**config.mk**
```make
export PLATFORM = sky130hd
export DESIGN_NAME = stopwatch_control
export DESIGN_NICKNAME = d
export VERILOG_FILES = /design/src/rtl/stopwatch_pkg.sv /design/src/rtl/button_conditioner.sv /design/src/rtl/stopwatch_control.sv
export SDC_FILE = /design/constraint.sdc
export NUM_CORES = 1
export LEC_CHECK = 0
export CAP_MARGIN = 20
export CORE_MARGIN = 1
export CORE_UTILIZATION = 50
export CTS_CLUSTER_DIAMETER = 60
export DETAILED_ROUTE_END_ITERATION = 10
export DONT_BUFFER_PORTS = 1
export PLACE_DENSITY = 0.75
export SLEW_MARGIN = 20
export SYNTH_ARGS = -nofsm -noshare
export SYNTH_HDL_FRONTEND = slang
export SYNTH_SLANG_ARGS = --single-unit
export TNS_END_PERCENT = 50
```
**constraint.sdc**
```tcl
create_clock -name clk -period 5 [get_ports clk]
set_input_delay 0.75 -clock clk [delete_from_list [all_inputs] [get_ports clk]]
set_output_delay 0.75 -clock clk [all_outputs]
set_load 0.05 [all_outputs]
```
**src/rtl/stopwatch_pkg.sv**
```systemverilog
// stopwatch_pkg: shared state encoding and timing derivations for the stopwatch controller
package stopwatch_pkg;
  typedef enum logic [1:0] {
    IDLE    = 2'b00,
    RUNNING = 2'b01,
    PAUSED  = 2'b10,
    LAP     = 2'b11
  } state_t;
  function automatic int debounce_cycles(input int clk_hz, input int ms);
    return int'((longint'(clk_hz) * longint'(ms)) / longint'(1000));
  endfunction
  function automatic int tick_divisor(input int clk_hz, input int tick_hz);
    return int'(longint'(clk_hz) / longint'(tick_hz));
  endfunction
endpackage

```
**src/rtl/button_conditioner.sv**
```systemverilog
// button_conditioner: synchronise, debounce and edge-detect one raw push button
module button_conditioner #(
  parameter int DEBOUNCE_CYCLES = 1
) (
  input  logic clk,
  input  logic rst,
  input  logic in,
  output logic level,
  output logic press
);
  localparam int CW = $clog2(DEBOUNCE_CYCLES + 1);
  logic [1:0] sync;
  logic [CW-1:0] cnt;
  logic done;
  assign done = (sync[1] != level) && (cnt == CW'(DEBOUNCE_CYCLES - 1));
  // accept a new level only after it has differed for the full stable window
  always_ff @(posedge clk or posedge rst)
    if (rst) begin
      sync  <= '0;
      cnt   <= '0;
      level <= 1'b0;
      press <= 1'b0;
    end else begin
      sync  <= {sync[0], in};
      cnt   <= (sync[1] == level || done) ? '0 : cnt + CW'(1);
      level <= done ? sync[1] : level;
      press <= done & sync[1];
    end
endmodule

```
**src/rtl/stopwatch_control.sv**
```systemverilog
// stopwatch_control: button-driven stopwatch FSM with tick prescaler and lap display freeze
import stopwatch_pkg::*;
module stopwatch_control #(
  parameter int BOARD_CLOCK_FREQUENCY_IN_HZ = 100_000_000,
  parameter int TICK_FREQUENCY_IN_HZ        = 100,
  parameter int DEBOUNCE_TIME_IN_MS         = 10
) (
  input  logic        clk,
  input  logic        rst,
  input  logic        btn_start_stop,
  input  logic        btn_lap,
  input  logic        btn_clear,
  input  logic [15:0] number_in,
  output logic        count_enable,
  output logic        count_clear,
  output logic [15:0] display_number,
  output logic [1:0]  state
);
  localparam int DEBOUNCE_CYCLES = debounce_cycles(BOARD_CLOCK_FREQUENCY_IN_HZ, DEBOUNCE_TIME_IN_MS);
  localparam int TICK_DIVISOR    = tick_divisor(BOARD_CLOCK_FREQUENCY_IN_HZ, TICK_FREQUENCY_IN_HZ);
  localparam int PW              = $clog2(TICK_DIVISOR);
  state_t cur, nxt;
  logic ss_p, lap_p, clr_p, run, wrap;
  logic [2:0] unused_levels;
  logic [PW-1:0] presc;
  button_conditioner #(.DEBOUNCE_CYCLES(DEBOUNCE_CYCLES)) u_start_stop (
    .clk(clk), .rst(rst), .in(btn_start_stop), .level(unused_levels[0]), .press(ss_p)
  );
  button_conditioner #(.DEBOUNCE_CYCLES(DEBOUNCE_CYCLES)) u_lap (
    .clk(clk), .rst(rst), .in(btn_lap), .level(unused_levels[1]), .press(lap_p)
  );
  button_conditioner #(.DEBOUNCE_CYCLES(DEBOUNCE_CYCLES)) u_clear (
    .clk(clk), .rst(rst), .in(btn_clear), .level(unused_levels[2]), .press(clr_p)
  );
  assign state = cur;
  assign run   = (cur == RUNNING) || (cur == LAP);
  assign wrap  = run && (presc == PW'(TICK_DIVISOR - 1));
  // state register
  always_ff @(posedge clk or posedge rst)
    if (rst) cur <= IDLE;
    else     cur <= nxt;
  // next state: clear beats start_stop beats lap; lap only matters in RUNNING and LAP
  always_comb begin
    nxt = cur;
    if (clr_p)      nxt = IDLE;
    else if (ss_p)  nxt = run ? PAUSED : RUNNING;
    else if (lap_p) nxt = (cur == RUNNING) ? LAP : (cur == LAP) ? RUNNING : cur;
  end
  // prescaler, tick/clear pulses and display register; the last live value before LAP stays frozen
  always_ff @(posedge clk or posedge rst)
    if (rst) begin
      presc          <= '0;
      count_enable   <= 1'b0;
      count_clear    <= 1'b0;
      display_number <= 16'h0000;
    end else begin
      presc          <= (cur == IDLE || wrap) ? '0 : run ? presc + PW'(1) : presc;
      count_enable   <= wrap;
      count_clear    <= clr_p;
      display_number <= (cur == LAP) ? display_number : number_in;
    end
endmodule

```
Yosys cells after proc, flatten, opt, wreduce, memory -nomap -nowiden

Index checks and enable logic that the tools add are counted.

Multiplexer cells: 11
Equal/unequal tests: 12
$add $sub $neg: 4
Bitwise logic cells: 3
Reduce and logical (&&, ||, !) cells: 14

Operator list:

| operator                                             | count |
|---|---|
| two-way mux 20 bit                                   | 5 |
| adder 20 x 1 -> 20 bit (second input constant)       | 4 |
| equality test 20 bit (second input constant)         | 4 |
| two-way mux 2 bit                                    | 6 |
| logical OR 1 bit                                     | 5 |
| logical AND 1 bit                                    | 4 |
| nonzero test 4 bit                                   | 1 |
| bitwise AND 1 bit                                    | 3 |
| equality test 1 bit                                  | 3 |
| != test 1 bit                                        | 3 |
| nonzero test 3 bit                                   | 1 |
| equality test 2 x 1 -> 1 bit (second input constant) | 1 |
| equality test 2 bit (second input constant)          | 1 |
| logical NOT 2 bit                                    | 1 |
| AND reduction 2 bit                                  | 1 |
| nonzero test 2 bit                                   | 1 |

Output and inout bits: 20
Logic and storage cells: 61
Input bits: 21
Bits in registers: 112

Longest topological paths before layout

Word-level depth: 6
Mapped depth: 6
Depth with buffers taken out: 5

Hierarchy

Synthesis repeated with hierarchy kept, for this count alone.

Cells, all modules: 497
Area, all modules: 5312.6 µm²

Modules (own cells, without submodules):

| module                            | cells each | seq. area each (µm²) | area an instance (µm²) | times used |
|---|---|---|---|---|
| button_conditioner at u_clear ... | 113        | 600.6                | 1177.4                 | 2 |
| stopwatch_control                 | 161        | 1001.0               | 1816.7                 | 1 |
| button_conditioner at u_lap       | 110        | 600.6                | 1141.1                 | 1 |

Worst setup path after synthesis

No wires, ideal clock.

Path type: flip-flop to flip-flop
From: register u_clear.cnt[0]
To: register u_clear.cnt[10]
Stages on the path, launching flop included: 7
Slack: 3.007 ns
Buffers on the path: 1
Required time: 4.878 ns
Data arrival time: 1.871 ns
Period minus slack after synthesis: 1.993 ns
Library setup time: 0.122 ns
Cell sequence: dfrtp_1 -> ha_1 -> and4_1 -> nand2_1 -> o41ai_2 -> buf_2 -> nor2_1

Word-level cells in the longest chain between the ends: 4
Elaborated cells between the ends (all ways): 5
Those cells by class: 1 x add/sub; 1 x eq/ne; 1 x mux; 2 x reduce/logical

RTL lines:

| what                                                           | line                     | RTL |
|---|---|---|
| start, declared                                                | button_conditioner.sv:13 | `logic [CW-1:0] cnt;` |
| start signal, assigned                                         | button_conditioner.sv:25 | `cnt <= (sync[1] == level \|\| done) ? '0 : cnt + CW'(1);` |
| branches (longest 3 deep; another with adder 20 x 1 -> 20 bit) | -                        |  |
| two-way mux 20 bit (*)                                         | button_conditioner.sv:25 |  |

Every way passes the cells marked *.
A chain may end at the register's enable or synchronous reset.

Final worst setup path

From: register cur[0], in the netlist state[0]
To: register presc[4]

Word-level cells in the longest chain between the ends: 5
Elaborated cells between the ends (all ways): 8
Those cells by class: 2 x eq/ne; 1 x mux; 5 x reduce/logical

RTL lines:

| what                                                                       | line                    | RTL |
|---|---|---|
| start, declared                                                            | stopwatch_control.sv:22 | `state_t cur, nxt;` |
| start signal, assigned                                                     | stopwatch_control.sv:41 | `else cur <= nxt;` |
| equality test 2 x 1 -> 1 bit / equality test 2 bit (equally long branches) | stopwatch_control.sv:36 | `assign run = (cur == RUNNING) \|\| (cur == LAP);` |
| logical OR 1 bit                                                           | stopwatch_control.sv:36 |  |
| logical AND 1 bit                                                          | stopwatch_control.sv:37 | `assign wrap = run && (presc == PW'(TICK_DIVISOR - 1));` |
| logical OR 1 bit                                                           | stopwatch_control.sv:57 | `presc <= (cur == IDLE \|\| wrap) ? '0 : run ? presc + PW'(1) : presc;` |
| two-way mux 20 bit / nonzero test 2 bit (equally long branches)            | -                       |  |
| end signal, assigned                                                       | stopwatch_control.sv:57 |  |
| end, declared                                                              | stopwatch_control.sv:25 | `logic [PW-1:0] presc;` |

Several ways; a longest one is shown, not always the timed one.

==> reports/results.tsv <==
metric	value	unit
outcome	complete, no violations	
dpl-instance-area	5466	µm²
antenna_found_initial	0	
period_needed	2395	ps
timing.setup.tns	0	ps
total_power	1.525	mW
h-tree-depth	3	
port_buffers	0	
holdWs	361.2	ps
cts_hold_buf	0	
clkSinkCount	112	
drc_errors	0	
diodes	0	
clkTransAtPathRegs	110	ps
drv_cap	0	
startpoint_type	flop	
dieArea	11100	µm²
grt_start_max_net_pins	84	
relSlewSlack	35.54	%
p_leak	2.241	nW
yosys.area.top_type	dfrtp_1	
numCtsBuffers	9	
gp_congestion	0.8402	
core	10320	µm²
synth-main-ff-cell	dfrtp_1	
synth_edf_count	0	
ys_ff_latch	112	
power_density	269.3	nW/µm²
wire_per_inst	14.90	µm
drtIter0Drc	231	
slew_viol_final	0	
viasPerCell	5.817	
utilization	54.88	%
totalWireLength	9877	µm
fillers	893	
root_buffer	clkbuf_8	
cp-end-kind	flop	
cts_max_path_buffers	2	
grt-ovfl-total	0	
synth_commonest_cells	112 x dfrtp_1, 50 x nand2_1, 42 x nor2_1	
syn_to_final_growth	6.117	%
drive_gt1_share	10.25	%
min_path_type	in -> async	
path_class	reg -> reg	
yosys_warnings	0	
vias	3857	
dp_hpwl	6897	µm
clk_latency	370	ps
postCtsSetupRepairBufs	0	
dp.cells	647	
synthCells	523	
fmax	417.6	MHz
die_x	105.3	µm
grt_usage	19.13	%
irDropWorstVdd	0.2232	mV
finalNonFillerCells	663	
finalCritPeriodShare	47.89	%
cts_resized	0	
tightestPinTransition	967.0	ps
grt_pass1_vias	3755	
fin_nets	547	
ios	41	
start_util	51.71	%
critical_path.max_fanout	16	
yosysMostFrequentCell	dfrtp_1	
netlist_area	5339	µm²
die_h	105.3	µm
syn-num-nets	548	
fin_area	5665	µm²
setup_violations	0	
ys_seq_area_share	52.50	%
rsz0062_at_grt	false	
pre_cts_ws	2642	ps
dr.pass1.iters	4	
synth.avg_cell_area	10.21	µm²
critPathRequiredTime	5230	ps
grt_pass1_wl	17260	µm
hold_violations	0	
fin_ws	2605	ps
fin_skew	11.13	ps
synthDistinctLibCells	50	
synthTopCellsByArea	dfrtp_1 52%, xnor2_1 4.3%, mux2_2 4.0%	
tritoncts	built	
async_flop_share	100.0	%
std_cell_rows	37	
antenna_left	0	
synth_top_area_share	52.50	%
cp.arrival	2620	ps
==> layout by cell type, fill, tap and decap left out, types with 5 or more instances in the layout <==
cell,n
or4_1,17
clkbuf_8,9
o21ai_0,27
a21oi_1,26
or3_1,16
inv_1,12
o31ai_1,11
dfrtp_1,112
xor2_1,15
nor3_1,14
and3_1,9
nor4b_1,5
nand2_1,50
nand3_1,38
mux2_2,19
xnor2_1,26
nor4_1,9
nand4_1,12
nor2_1,42
==> state kept, by name, indices dropped and copies added (netlist names), 16 cells and up <==
register / count
presc: 20
u_start_stop.cnt: 20
u_lap.cnt: 20
u_clear.cnt: 20
display_number: 16
==> final timing paths <==
path | slack (ps) | to | start | cells after the start
worst max-delay path | 2610 | presc[4]$_DFFE_PP0P_ | state[0]$_DFFE_PP0P_ | 3
worst min-delay path | 360 | u_start_stop.cnt[18]$_DFF_PP0_ | rst | 1
worst max register to register | 2610 | presc[4]$_DFFE_PP0P_ | state[0]$_DFFE_PP0P_ | 3
worst min register to register | 360 | u_lap.sync[1]$_DFF_PP0_ | u_lap.sync[0]$_DFF_PP0_ | 0
max in group asynchronous | 3820 | u_start_stop.cnt[0]$_DFF_PP0_ | rst | 2
min in group clk | 360 | u_lap.sync[1]$_DFF_PP0_ | u_lap.sync[0]$_DFF_PP0_ | 0
==> cell families after synthesis <==
family          Yosys count  synth area share, %
simple gates            237                24.09
flops                   112                52.50
compound gates           80                9.234
xor+xnor                 41                6.726
buf+inv                  29                2.320
mux                      20                4.195
fa+ha+maj                 4               0.9375
==> final cells by class <==
cell class / instances / area (µm²) / share of cell area, %
clock buffers: 9 / 123.9 / 2.186
clock inverters: 7 / 70.07 / 1.237
inverters: 13 / 53.80 / 0.9496
multi-input cells: 382 / 2415 / 42.62
flip-flops and latches: 112 / 2803 / 49.47
well taps: 136 / 170.2 / 3.004
repair buffers: 4 / 30.03 / 0.5300
==> routing by layer <==
metal / wire length, µm / vias to the layer above / track usage, %
li1: - / 1883 / -
met1: 4417 / 1854 / 25.20
met2: 4827 / 113 / 31.67
met3: 562 / 7 / 4.576
met4: 70 / 0 / 5.231
met5: 0 / - / 0
==> critical path: stages (launching register included) <==
cell	delay (ps)
dfrtp_1	990
inv_1	480
o31ai_1	670
nor2_1	110
==> where the power goes <==
group	internal, mW	switching (mW)
sequential	0.920	0.0385
combinational	0.0141	0.0310
clock	0.196	0.326
No activity file was read; power rests on OpenSTA's default activity.
